==> src/rtl/vga_timing_gen.sv <==
// vga_timing_gen: free-running VGA raster timing generator.
// It derives a pixel enable from the system clock by dividing it by CLK_DIV, and
// steps the horizontal/vertical position counters on that enable. Sync, active-video
// and line/frame strobes are registered alongside the counters so that all outputs
// describe the same pixel in the same cycle.
module vga_timing_gen #(
   parameter int   H_ACTIVE = 640,
   parameter int   H_FP     = 16,
   parameter int   H_SYNC   = 96,
   parameter int   H_BP     = 48,
   parameter int   V_ACTIVE = 480,
   parameter int   V_FP     = 10,
   parameter int   V_SYNC   = 2,
   parameter int   V_BP     = 33,
   parameter int   CLK_DIV  = 2,
   parameter logic SYNC_POL = 1'b0
) (
   input  logic       clk,
   input  logic       reset,
   output logic       pix_en,
   output logic [9:0] countH,
   output logic [9:0] countV,
   output logic       hsync,
   output logic       vsync,
   output logic       inDisplay,
   output logic       line_start,
   output logic       frame_start
);

   // Line and frame lengths; both must fit the 10-bit counters (<= 1024).
   localparam int H_TOTAL = H_ACTIVE + H_FP + H_SYNC + H_BP;
   localparam int V_TOTAL = V_ACTIVE + V_FP + V_SYNC + V_BP;

   // Terminal counts and window edges. The window edges are 11 bits wide because
   // a sync window ending exactly at a 1024-long line needs the value 1024.
   localparam logic [9:0]  H_LAST   = 10'(H_TOTAL - 1);
   localparam logic [9:0]  V_LAST   = 10'(V_TOTAL - 1);
   localparam logic [10:0] H_ACT    = 11'(H_ACTIVE);
   localparam logic [10:0] V_ACT    = 11'(V_ACTIVE);
   localparam logic [10:0] HS_START = 11'(H_ACTIVE + H_FP);
   localparam logic [10:0] HS_END   = 11'(H_ACTIVE + H_FP + H_SYNC);
   localparam logic [10:0] VS_START = 11'(V_ACTIVE + V_FP);
   localparam logic [10:0] VS_END   = 11'(V_ACTIVE + V_FP + V_SYNC);

   // Divider terminal count (CLK_DIV is limited to 1..15).
   localparam logic [3:0]  DIV_LAST = 4'(CLK_DIV - 1);

   logic [3:0] div;
   logic       tick;

   logic       h_wrap;
   logic       v_wrap;
   logic [9:0] h_nxt;
   logic [9:0] v_nxt;
   logic       hs_nxt;
   logic       vs_nxt;
   logic       de_nxt;

   // The divider reaching its last value is the cycle in which every pixel-rate
   // register updates; pix_en is the registered copy of this, so it is high in
   // exactly the cycle the new counter values become visible.
   assign tick = (div == DIV_LAST);

   // Clock divider: counts 0..CLK_DIV-1; any out-of-range value falls back to 0.
   always_ff @(posedge clk or posedge reset) begin
      if (reset)
         div <= '0;
      else if (div >= DIV_LAST)
         div <= '0;
      else
         div <= div + 4'd1;
   end

   // Pixel enable: high for one clk per pixel (constantly high when CLK_DIV=1).
   always_ff @(posedge clk or posedge reset) begin
      if (reset)
         pix_en <= 1'b0;
      else
         pix_en <= tick;
   end

   // Next raster position plus the sync/active levels that belong to it, so the
   // registered outputs never lag the counters they describe.
   always_comb begin
      h_wrap = (countH >= H_LAST);
      v_wrap = (countV >= V_LAST);
      h_nxt  = h_wrap ? 10'd0 : countH + 10'd1;
      v_nxt  = countV;
      if (h_wrap)
         v_nxt = v_wrap ? 10'd0 : countV + 10'd1;
      hs_nxt = (({1'b0, h_nxt} >= HS_START) && ({1'b0, h_nxt} < HS_END)) ? SYNC_POL : ~SYNC_POL;
      vs_nxt = (({1'b0, v_nxt} >= VS_START) && ({1'b0, v_nxt} < VS_END)) ? SYNC_POL : ~SYNC_POL;
      de_nxt = ({1'b0, h_nxt} < H_ACT) && ({1'b0, v_nxt} < V_ACT);
   end

   // Raster counters: advance once per pixel, hold otherwise.
   always_ff @(posedge clk or posedge reset) begin
      if (reset) begin
         countH <= '0;
         countV <= '0;
      end else if (tick) begin
         countH <= h_nxt;
         countV <= v_nxt;
      end
   end

   // Sync and active-video registers, updated together with the counters.
   always_ff @(posedge clk or posedge reset) begin
      if (reset) begin
         hsync     <= ~SYNC_POL;
         vsync     <= ~SYNC_POL;
         inDisplay <= 1'b1;
      end else if (tick) begin
         hsync     <= hs_nxt;
         vsync     <= vs_nxt;
         inDisplay <= de_nxt;
      end
   end

   // Line/frame strobes: one clk, coincident with the pixel update that wraps the
   // counters. Leaving reset at (0,0) is not a wrap, so it produces no strobe.
   always_ff @(posedge clk or posedge reset) begin
      if (reset) begin
         line_start  <= 1'b0;
         frame_start <= 1'b0;
      end else begin
         line_start  <= tick & h_wrap;
         frame_start <= tick & h_wrap & v_wrap;
      end
   end

endmodule

==> config.mk <==
export PLATFORM = sky130hd
export DESIGN_NAME = vga_timing_gen
export DESIGN_NICKNAME = d
export VERILOG_FILES = /design/src/rtl/vga_timing_gen.sv
export SDC_FILE = /design/constraint.sdc
export NUM_CORES = 1
export LEC_CHECK = 0
export ABC_CLOCK_PERIOD_IN_PS = 3300
export BUFFER_PORTS_ARGS = -buffer_cell sky130_fd_sc_hd__buf_2
export CAP_MARGIN = 20
export CORE_MARGIN = 5
export CORE_UTILIZATION = 45
export DETAILED_ROUTE_END_ITERATION = 16
export GPL_TIMING_DRIVEN = 1
export PLACE_DENSITY = 0.65
export RECOVER_POWER = 25
export SETUP_SLACK_MARGIN = 0.1
export SYNTH_ARGS = -nofsm -noshare
export SYNTH_HDL_FRONTEND = slang
export SYNTH_SLANG_ARGS = --single-unit
==> constraint.sdc <==
create_clock -name clk -period 3.3 [get_ports clk]
set_input_delay 0.825 -clock clk [delete_from_list [all_inputs] [get_ports clk]]
set_output_delay 0.825 -clock clk [all_outputs]
set_load 0.005 [all_outputs]
==> results.sh, run 1 <==
export IMPL_cpPeakStageDelay_ns=0.42
export IMPL_syn2layout_area_growth_pct=10.6
export IMPL_syn_nets=229
export IMPL_core_rowCount=24
export IMPL_ctsResizeCount=0
export IMPL_slew_limit_headroom_pct=-7.75
export IMPL_yosys_most_used_dff="dfrtp_1"
export IMPL_ir_drop_uv=326
export IMPL_hp_class="reg -> reg"
export IMPL_detail_route_wl_per_cell_um=14.8
export IMPL_yosys_area_share_simple_pct=23.9
export IMPL_preCtsSetupSlack_ns=1.07
export IMPL_die_area_mm2=0.00574
export IMPL_crit_fanout=8
export IMPL_crit_type="reg -> reg"
export IMPL_ys_seq_area_share_pct=38.8
export IMPL_cp_top_family="compound AO/OA/AOI/OAI gates"
export IMPL_clk_pin_slew_worst_paths_ns=0.07
export IMPL_synth_cells=221
export IMPL_yosysWarnings=0
export IMPL_synth_compound_area_share_pct=25.8
export IMPL_worstMarginPinSlew_ns=1.62
export IMPL_min_period_ns=2.26
export IMPL_muxShareOfSynthArea_pct=0
export IMPL_drt_initial_drc_count=167
export IMPL_htree_levels=2
export IMPL_required_ns=3.49
export IMPL_power_leakage_nw=0.925
export IMPL_worst_path_buf_inv=0
export IMPL_drc=0
export IMPL_cts_tree="done"
export IMPL_grt_usage_pct=17.3
export IMPL_fmax_mhz=442
export IMPL_vias=1723
export IMPL_synth_cell_area_mm2=0.00194
export IMPL_die_w_um=75.7
export IMPL_drtPass1Iterations=4
export IMPL_synth_async_reset_ratio_pct=100
export IMPL_hpwl_um=3080
export IMPL_clock_path_buffers=2
export IMPL_critPathSlowestCell="dfrtp_1"
export IMPL_synth_top_family_by_area="compound AO/OA/AOI/OAI gates"
export IMPL_endpoint_kind="flop"
export IMPL_die_h_um=75.7
export IMPL_worstPathArrival_ns=2.45
export IMPL_insertion_delay_ns=0.29
export IMPL_grt_pass1_wl_um=7550
export IMPL_maxSlewViolCount=31
export IMPL_start_util_pct=45.6
export IMPL_fin_util_pct=50.4
export IMPL_clkPwrFrac_pct=31.9
export IMPL_startpoint_type="flop"
export IMPL_grt_setup_unrepaired="false"
export IMPL_post_cts_setup_buffers=0
export IMPL_p_per_area_mw_per_mm2=446
export IMPL_antenna_found_initial=0
export IMPL_synth_edf_count=0
export IMPL_finalHoldViolations=0
export IMPL_grt_ovfl_total=0
export IMPL_cts_buffers=5
export IMPL_setup_viol=0
export IMPL_violations="capacitance limit, slew limit"
export IMPL_cts_root_buf="clkbuf_8"
export IMPL_postRouteAntennaNets=0
export IMPL_clock_sinks=30
export IMPL_syn_avg_cell_area_um2=8.80
export IMPL_fin_crit_sh_pct=68.6
export IMPL_vias_per_cell=5.80
export IMPL_tns_ns=0
export IMPL_drt_wl_total_um=4390
export IMPL_coreArea_mm2=0.00426
export IMPL_grt_pass1_vias=1559
export IMPL_synth_xor_area_share_pct=0.901
export IMPL_gp_congestion=0.818
export IMPL_drv_cap=1
export IMPL_p_switching_uw=300
export IMPL_synth_cell_types=58
export IMPL_portBuffers=27
export IMPL_drive_above_1_share_pct=21.6
export IMPL_swShare_pct=31.3
export IMPL_antenna_cells=0
export IMPL_nNetsFinal=252
export IMPL_io_pins=28
export IMPL_path_cells="ha_1 -> nand4_4 -> a211o_1 -> o311a_1 -> o221ai_2 -> o21ai_1 -> o41ai_2"
export IMPL_fin_ws_ns=1.04
export IMPL_combPwrFrac_pct=19.0
export IMPL_synthAdderAreaFrac_pct=3.86
export IMPL_grt_max_degree=31
export IMPL_fin_skew_ns=0.00720
export IMPL_power_internal_uw=659
export IMPL_outcome="finished, violations left"
export IMPL_seq_power_share_pct=49.1
export IMPL_ys_seq_elements=30
export IMPL_hold_buffers=0
-- power groups by stage --
stage               clock network, mW  logic [mW]  registers (mW)
global placement                    0       0.185           0.476
floorplan                           0       0.123           0.472
global route                    0.329       0.215           0.481
CTS                             0.318       0.188           0.471
detailed placement                  0       0.188           0.477
finish                          0.306       0.182           0.471
-- flip-flops by register name, summed over array words and instances, names as in the netlist --
signal	cells
countV	10
vsync	1
inDisplay	1
countH	10
line_start	1
frame_start	1
div	4
hsync	1
pix_en	1
-- cells by family after synthesis --
kind of cell               count (synthesis)
AOI/OAI and AO/OA                         70
adders and majority gates                  6
and+or+nand+nor                           91
buffers and inverters                     21
DFF                                       30
other                                      1
xor gates and xnor gates                   2
-- worst min-delay path, cell delays in order (launching register included) --
cell and delay [ns]:
dfstp_2 0.37, nand2_1 0.06, o41ai_2 0.06
-- worst paths after layout --
kind                                       startpoint                    end  slack [ns]  cells past startpoint
worst min register to register  inDisplay$_DFFE_PP1P_  inDisplay$_DFFE_PP1P_        0.49                      2
worst max-delay path            countH[0]$_DFFE_PP0P_  inDisplay$_DFFE_PP1P_        1.04                      7
max in group asynchronous                       reset  countV[5]$_DFFE_PP0P_        1.26                      3
min in group asynchronous                       reset       div[1]$_DFF_PP0_        1.09                      3
worst max register to register  countH[0]$_DFFE_PP0P_  inDisplay$_DFFE_PP1P_        1.04                      7
worst min-delay path            inDisplay$_DFFE_PP1P_  inDisplay$_DFFE_PP1P_        0.49                      2
-- stage by stage --
| step | power [mW] | std cells | area (µm²) | hold WS, ns |
|---|---|---|---|---|
| 3_3_place_gp | 0.661 | 289 | 2060 | 0.482 |
| 5_1_grt | 1.02 | 297 | 2150 | 0.509 |
| 3_5_place_dp | 0.665 | 289 | 2060 | 0.479 |
| 6_report | 0.959 | 297 | 2150 | 0.485 |
| 2_1_floorplan | 0.596 | 221 | 1940 | 0.460 |
| 4_1_cts | 0.978 | 297 | 2150 | 0.488 |
-- routing by layer --
| metal | GRT usage (%) | vias up | wire length, µm |
|---|---|---|---|
| met5 | 0 | - | 0 |
| met2 | 25.6 | 47 | 1960 |
| met4 | 8.93 | 0 | 89 |
| li1 | - | 856 | - |
| met1 | 24.3 | 813 | 2130 |
| met3 | 2.77 | 7 | 206 |
-- layout make-up --
cell class                 count  area (µm²)
fill                         412        2110
clock buffer                   7        86.3
sequential                    30         754
inverter                       8        30.0
clock inverter                 1        5.00
tap                           52        65.1
multi-input combinational    170        1060
timing repair buffer          29         146
-- Yosys cell counts, types with 3 or more instances --
master | count | area share (%)
clkbuf_8 | 3 | 2.1
o21ai_0 | 18 | 4.6
and2_1 | 3 | 0.97
inv_1 | 6 | 1.2
o31ai_1 | 5 | 1.9
nand2_1 | 27 | 5.2
o41ai_1 | 4 | 1.8
nor3_1 | 5 | 1.3
buf_2 | 7 | 1.8
and3_1 | 4 | 1.3
a31oi_1 | 3 | 0.97
nand3_1 | 12 | 3.1
and4_1 | 3 | 1.4
nor2_1 | 22 | 4.2
dfrtp_1 | 27 | 35
ha_1 | 6 | 3.9
nand4_1 | 5 | 1.6
dfstp_2 | 3 | 4.1
a21oi_1 | 13 | 3.3
-- cells in the final DEF (no fill, tap or decap), types with 2 or more instances in the layout --
master    instances
a211oi_1          2
a21oi_1          13
a31oi_1           3
and2_1            3
and2_2            2
and3_1            4
and4_1            3
buf_2            27
clkbuf_1          2
clkbuf_8          6
dfrtp_1          27
dfstp_2           3
ha_1              6
inv_1             6
nand2_1          27
nand3_1          12
nand4_1           5
nor2_1           22
nor3_1            5
o21a_1            2
o21ai_0          18
o311a_1           2
o31a_1            2
o31ai_1           5
o41ai_1           4
xnor2_1           2
Note: power is estimated with default switching activity, not from simulation.
==> inputs of run 2 (changes only) <==
Settings changed: ABC_AREA set to 1, ABC_CLOCK_PERIOD_IN_PS 3300 to 1800, PLACE_DENSITY 0.65 to 0.68.
Clock period 3.3 ns to 1.8 ns, I/O delays scaled along.
==> run 2 against run 1 <==
The run now ends clean. Critical endpoint is now hsync$_DFFE_PP1P_. Critical path type unchanged. Die area shrank 10%. Setup slack got worse by 0.94 ns. Clock power grew 79%. Wire length decreased by 7.8%. Core utilization grew 8.9 points. Sequential power up 93%. First-iteration DRC count decreased by 53%. Largest power group unchanged.
==> results.sh, run 2 <==
export IMPL_outcome="complete, no violations"
export IMPL_swShare_pct=34.1
export IMPL_portBuffers=27
export IMPL_fin_ws_ns=0.0978
export IMPL_cts_buffers=5
export IMPL_power_internal_mw=1.38
export IMPL_slew_limit_headroom_pct=51.5
export IMPL_syn_avg_cell_area_um2=7.47
export IMPL_fin_util_pct=59.3
export IMPL_syn_nets=238
export IMPL_yosysMostFrequentCell="nand2_1"
export IMPL_antenna_found_initial=0
export IMPL_cpPeakStageDelay_ns=0.38
export IMPL_clk_pin_slew_worst_paths_ns=0.06
export IMPL_yosys_area_share_simple_pct=33.3
export IMPL_yosys_top_cells_area="dfrtp_1 (39%), nand2_1 (14%), nor2_1 (6.6%), inv_1 (6.3%), dfstp_2 (4.6%)"
export IMPL_power_leakage_nw=1.16
export IMPL_syn2layout_area_growth_pct=27.3
export IMPL_drt_initial_drc_count=78
export IMPL_final_area_mm2=0.00219
export IMPL_yosysWarnings=0
export IMPL_maxSlewViolCount=0
export IMPL_synth_top_family_by_area="simple AND/OR/NAND/NOR gates"
export IMPL_required_ns=2.01
export IMPL_grt_max_degree=31
export IMPL_worstPathArrival_ns=1.91
export IMPL_endpoint_kind="flop"
export IMPL_cpMostUsedCell="nor2_4"
export IMPL_synth_cell_area_mm2=0.00172
export IMPL_hold_slack_ns=0.370
export IMPL_regToRegSetupSlack_ns=0.1
export IMPL_htree_levels=2
export IMPL_seq_power_share_pct=43.4
export IMPL_nNetsFinal=287
export IMPL_dpl_cell_area_mm2=0.00199
export IMPL_gp_congestion=0.845
export IMPL_die_w_um=71.8
export IMPL_synth_commonest_cells="nand2_1 (63), nor2_1 (30), inv_1 (29)"
export IMPL_worstMarginPinSlew_ns=0.727
export IMPL_cts_root_buf="clkbuf_8"
export IMPL_fin_crit_sh_pct=94.6
export IMPL_ys_seq_elements=30
export IMPL_coreArea_mm2=0.00369
export IMPL_combPwrFrac_pct=30.5
export IMPL_ir_drop_uv=714
export IMPL_clkPwrFrac_pct=26.1
export IMPL_synth_async_reset_ratio_pct=100
export IMPL_drc=0
export IMPL_synth_compound_area_share_pct=8.88
export IMPL_die_area_mm2=0.00516
export IMPL_reg2reg_to="hsync$_DFFE_PP1P_"
export IMPL_layout_commonest_cell="nand2_1"
export IMPL_crit_fanout=6
export IMPL_p_per_area_mw_per_mm2=960
export IMPL_synth_cells=230
export IMPL_grt_pass1_vias=1468
export IMPL_synth_xor_area_share_pct=1.53
export IMPL_fillers=357
export IMPL_cp_top_family="simple AND/OR/NAND/NOR gates"
export IMPL_fin_skew_ns=0.00542
export IMPL_drt_wl_total_um=4040
export IMPL_fmax_mhz=587
export IMPL_hpwl_um=3010
export IMPL_hp_class="in -> async"
export IMPL_finalHoldViolations=0
export IMPL_cts_tree="done"
export IMPL_reg_largest_list="countH: 10 flops, countV: 10 flops, div: 4 flops"
export IMPL_path_cells="ha_2 -> nand2_2 -> nor2_4 -> nor2_4 -> nor2_4 -> buf_4 -> nor2_2 -> nand2_2 -> nor3b_2 -> nand3_1 -> nand2_1 -> nand2_1"
export IMPL_rr_worst_depth=12
export IMPL_grt_ovfl_total=0
export IMPL_synthAdderAreaFrac_pct=4.37
export IMPL_synth_top_area_share_pct=39.3
export IMPL_antenna_cells=0
export IMPL_grt_usage_pct=15.9
export IMPL_drtPass1Iterations=4
export IMPL_synth_edf_count=0
export IMPL_startpoint_type="flop"
export IMPL_drive_above_1_share_pct=28.2
export IMPL_crit_type="reg -> reg"
export IMPL_ys_seq_area_share_pct=43.9
export IMPL_die_h_um=71.8
export IMPL_critPathSlowestCell="dfrtp_1"
export IMPL_synth_cell_types=31
export IMPL_drv_cap=0
export IMPL_start_util_pct=46.6
export IMPL_yosys_most_used_dff="dfrtp_1"
export IMPL_min_period_ns=1.70
export IMPL_synth_top_cell_by_area="dfrtp_1"
export IMPL_worst_path_buf_inv=1
export IMPL_vias=1637
export IMPL_clock_sinks=30
export IMPL_vias_per_cell=4.99
export IMPL_postRouteAntennaNets=0
export IMPL_io_pins=28
export IMPL_hold_buffers=0
export IMPL_muxShareOfSynthArea_pct=0
export IMPL_core_rowCount=22
export IMPL_grt_setup_unrepaired="true"
export IMPL_grt_pass1_wl_um=6560
export IMPL_p_switching_uw=715
export IMPL_rr_startpoint="countH[1]$_DFFE_PP0P_"
export IMPL_clock_path_buffers=2
export IMPL_layout_common_cells="nand2_1 (59), inv_1 (28), buf_2 (27)"
export IMPL_detail_route_wl_per_cell_um=12.3
export IMPL_tns_ns=0
export IMPL_insertion_delay_ns=0.28
export IMPL_preCtsSetupSlack_ns=0.0114
export IMPL_setup_viol=0
## run 2: changes by cell type after synthesis, moves of 5 or more
cell,delta
inv_1,+23
o31ai_1,-5
nor2_1,+8
a21oi_1,-9
buf_2,-7
nand2_1,+36
## run 2: through the flow
step | cells | power (mW)
detailed placement | 314 | 1.53
finish | 328 | 2.10
floorplan | 230 | 1.26
global placement | 314 | 1.52
CTS | 326 | 2.09
global route | 328 | 2.25
## run 2: cell families after synthesis
family / after synthesis
buf+inv: 34
simple gates: 129
flops: 30
compound gates: 27
xor+xnor: 3
fa+ha+maj: 6
other cells: 1
## run 2: tightest hold or removal path, delay by kind of cell
| kind | cells | cell delay, ns |
|---|---|---|
| buffers and inverters | 3 | 0.71 |
## run 2: cell type report
class | count | area, µm² | area share, %
Inverter | 29 | 109 | 4.97
Clock inverter | 1 | 5.00 | 0.229
Tap cell | 48 | 60.1 | 2.74
Multi-Input combinational cell | 166 | 886 | 40.5
Timing Repair Buffer | 47 | 287 | 13.1
Clock buffer | 7 | 86.3 | 3.95
Sequential cell | 30 | 756 | 34.5
## run 2: what timing repair did
item                                    in CTS  in global routing
pin swaps                                    2                  8
resized for setup                            4                 17
endpoints found under the setup margin       6                  7
setup buffers                                4                  2
## run 2: worst max path at each step
stage | from | end | slack [ns] | cells after the start
2_1_floorplan | countH[0]$_DFFE_PP0P_ | hsync$_DFFE_PP1P_ | 0.21 | 12
3_3_place_gp | countH[0]$_DFFE_PP0P_ | vsync$_DFFE_PP1P_ | 0.05 | 11
3_5_place_dp | countH[0]$_DFFE_PP0P_ | inDisplay$_DFFE_PP1P_ | 0.01 | 12
4_1_cts | countH[0]$_DFFE_PP0P_ | inDisplay$_DFFE_PP1P_ | 0.09 | 12
5_1_grt | countH[0]$_DFFE_PP0P_ | vsync$_DFFE_PP1P_ | -0.02 | 11
6_report | countH[1]$_DFFE_PP0P_ | hsync$_DFFE_PP1P_ | 0.1 | 12
## run 2: power groups by stage
stage,logic [mW],clock network (mW),registers [mW]
after floorplan,0.341,0,0.919
after global placement,0.611,0,0.906
after detailed placement,0.619,0,0.913
after CTS,0.623,0.563,0.902
after global routing,0.728,0.594,0.927
final,0.641,0.548,0.910
## run 2: per-layer routing
| metal | global-route usage (%) | routed length (µm) |
|---|---|---|
| met5 | 0 | 0 |
| met4 | 5.01 | 41 |
| met3 | 4.21 | 191 |
| met2 | 26.4 | 1980 |
| met1 | 20.0 | 1830 |
==> inputs of run 3 (changes only) <==
Settings changed: CORE_MARGIN 5 to 1, MAX_ROUTING_LAYER set to met4.
==> run 3 against run 2 <==
Global-route usage is 7.4 points higher. Sequential power hardly changed. Sequential cell count stayed put. Wire length is 5.2% higher.
==> results.sh, run 3 (synthesis results as in run 2) <==
export IMPL_combPwrFrac_pct=32.0
export IMPL_fin_crit_sh_pct=93.6
export IMPL_die_h_um=63.8
export IMPL_syn2layout_area_growth_pct=33.3
export IMPL_nNetsFinal=295
export IMPL_core_rowCount=22
export IMPL_die_area_mm2=0.00407
export IMPL_power_internal_mw=1.41
export IMPL_layout_commonest_cell="nand2_1"
export IMPL_io_pins=28
export IMPL_vias=1672
export IMPL_drc=0
export IMPL_drt_initial_drc_count=58
export IMPL_finalHoldViolations=0
export IMPL_swShare_pct=35.0
export IMPL_fillers=332
export IMPL_seq_power_share_pct=41.9
export IMPL_detail_route_wl_per_cell_um=12.7
export IMPL_grt_util_met3_pct=8.04
export IMPL_setup_viol=0
export IMPL_min_period_ns=1.69
export IMPL_clkPwrFrac_pct=26.0
export IMPL_drv_cap=0
export IMPL_reg_largest_list="countH: 10 flops, countV: 10 flops, div: 4 flops"
export IMPL_fmax_mhz=593
export IMPL_regArea_um2=754
export IMPL_gp_congestion=0.900
export IMPL_crit_type="reg -> reg"
export IMPL_cts_root_buf="clkbuf_8"
export IMPL_required_ns=2.03
export IMPL_cts_buffers=5
export IMPL_start_util_pct=47.0
export IMPL_grt_pass1_wl_um=6870
export IMPL_grt_max_degree=31
export IMPL_vias_per_cell=4.98
export IMPL_startpoint_type="flop"
export IMPL_grt_setup_unrepaired="true"
export IMPL_worstMarginPinSlew_ns=0.733
export IMPL_global_route_usage_met1_pct=27.3
export IMPL_grt_pass1_vias=1555
export IMPL_critPathSlowestCell="dfrtp_1"
export IMPL_hp_class="in -> async"
export IMPL_layout_common_cells="nand2_1 (57), inv_1 (27), dfrtp_1 (27), buf_2 (27), buf_4 (25)"
export IMPL_multi_input_area_um2=937
export IMPL_portBuffers=27
export IMPL_path_cells="ha_4 -> nand2_4 -> nor2_4 -> nor2_4 -> nor2_4 -> nand4_1 -> nand2_1 -> nand4_1 -> nor2_1 -> nor2_1"
export IMPL_cts_tree="done"
export IMPL_hpwl_um=2750
export IMPL_power_leakage_nw=1.21
export IMPL_drt_wl_total_um=4260
export IMPL_hold_slack_ns=0.355
export IMPL_ir_drop_uv=503
export IMPL_outcome="complete, no violations"
export IMPL_fin_skew_ns=0.00602
export IMPL_crit_fanout=7
export IMPL_endpoint_kind="flop"
export IMPL_die_w_um=63.8
export IMPL_htree_levels=2
export IMPL_insertion_delay_ns=0.29
export IMPL_dpl_cell_count=317
export IMPL_grt_ovfl_total=0
export IMPL_antenna_cells=0
export IMPL_clock_sinks=30
export IMPL_grt_usage_pct=23.3
export IMPL_coreArea_mm2=0.00366
export IMPL_drtPass1Iterations=4
export IMPL_use_met2_pct=36.6
export IMPL_drive_above_1_share_pct=32.3
export IMPL_fin_cells=336
export IMPL_antenna_found_initial=0
export IMPL_slew_limit_headroom_pct=51.2
export IMPL_cpPeakStageDelay_ns=0.42
export IMPL_clk_pin_slew_worst_paths_ns=0.06
export IMPL_grt_most_used_layer="met2"
export IMPL_clock_path_buffers=2
export IMPL_worstPathArrival_ns=1.91
export IMPL_postRouteAntennaNets=0
export IMPL_cpMostUsedCell="nor2_4"
export IMPL_p_per_area_mw_per_mm2=945
export IMPL_maxSlewViolCount=0
export IMPL_p_switching_uw=757
-- run 3: power by group through the flow --
stage / combinational, mW / clock, mW / sequential (mW)
after global placement: 0.628 / 0 / 0.893
after global routing: 0.780 / 0.614 / 0.924
final: 0.694 / 0.564 / 0.908
after CTS: 0.640 / 0.580 / 0.888
after floorplan: 0.341 / 0 / 0.919
after detailed placement: 0.635 / 0 / 0.899
-- run 3: worst paths after layout --
kind	from	endpoint	slack, ns	cells after the start
setup / recovery	countH[1]$_DFFE_PP0P_	vsync$_DFFE_PP1P_	0.11	10
hold / removal	reset	div[1]$_DFF_PP0_	0.35	3
setup reg to reg	countH[1]$_DFFE_PP0P_	vsync$_DFFE_PP1P_	0.11	10
hold reg to reg	inDisplay$_DFFE_PP1P_	inDisplay$_DFFE_PP1P_	0.47	2
max in group asynchronous	reset	countV[5]$_DFFE_PP0P_	0.98	3
min in group clk	inDisplay$_DFFE_PP1P_	inDisplay$_DFFE_PP1P_	0.47	2
-- run 3: worst max-delay path, delay by kind of cell, from the launching register on --
family,cells,cell delay [ns]
flops,1,0.42
simple gates,9,1.03
fa+ha+maj,1,0.18
-- run 3: stage by stage --
stage / setup TNS [ns] / area [µm²] / util, % / power (mW) / setup WS, ns
finish: 0 / 2290 / 62.6 / 2.17 / 0.115
global route: -0.0214 / 2290 / 62.6 / 2.32 / -0.0214
CTS: 0 / 2160 / 59.0 / 2.11 / 0.0884
detailed placement: -0.0168 / 2020 / 55.1 / 1.53 / -0.0130
global placement: 0 / 2020 / 55.1 / 1.52 / 0.00773
floorplan: 0 / 1720 / - / 1.26 / 0.207
-- run 3: layout make-up --
class	instances	area share, %
sequential	30	32.9
multi-input combinational	167	40.9
inverter	29	4.75
timing repair buffer	54	14.8
clock buffer	7	3.77
tap	48	2.62
clock inverter	1	0.218
-- run 3: what timing repair did --
item | CTS | global route
pin swaps | 1 | 7
resized for setup | 5 | 24
buffers inserted | 3 | 7
endpoints found under the setup margin | 7 | 11
hold buffers | 0 | 0
cloned | 1 | 0
endpoints found under the hold margin | 0 | 0
-- run 3: metal layers --
| metal | up-vias | routed length (µm) |
|---|---|---|
| met5 | - | 0 |
| met4 | 0 | 56 |
| met3 | 6 | 166 |
| met2 | 31 | 2110 |
| met1 | 785 | 1920 |
| li1 | 850 | - |
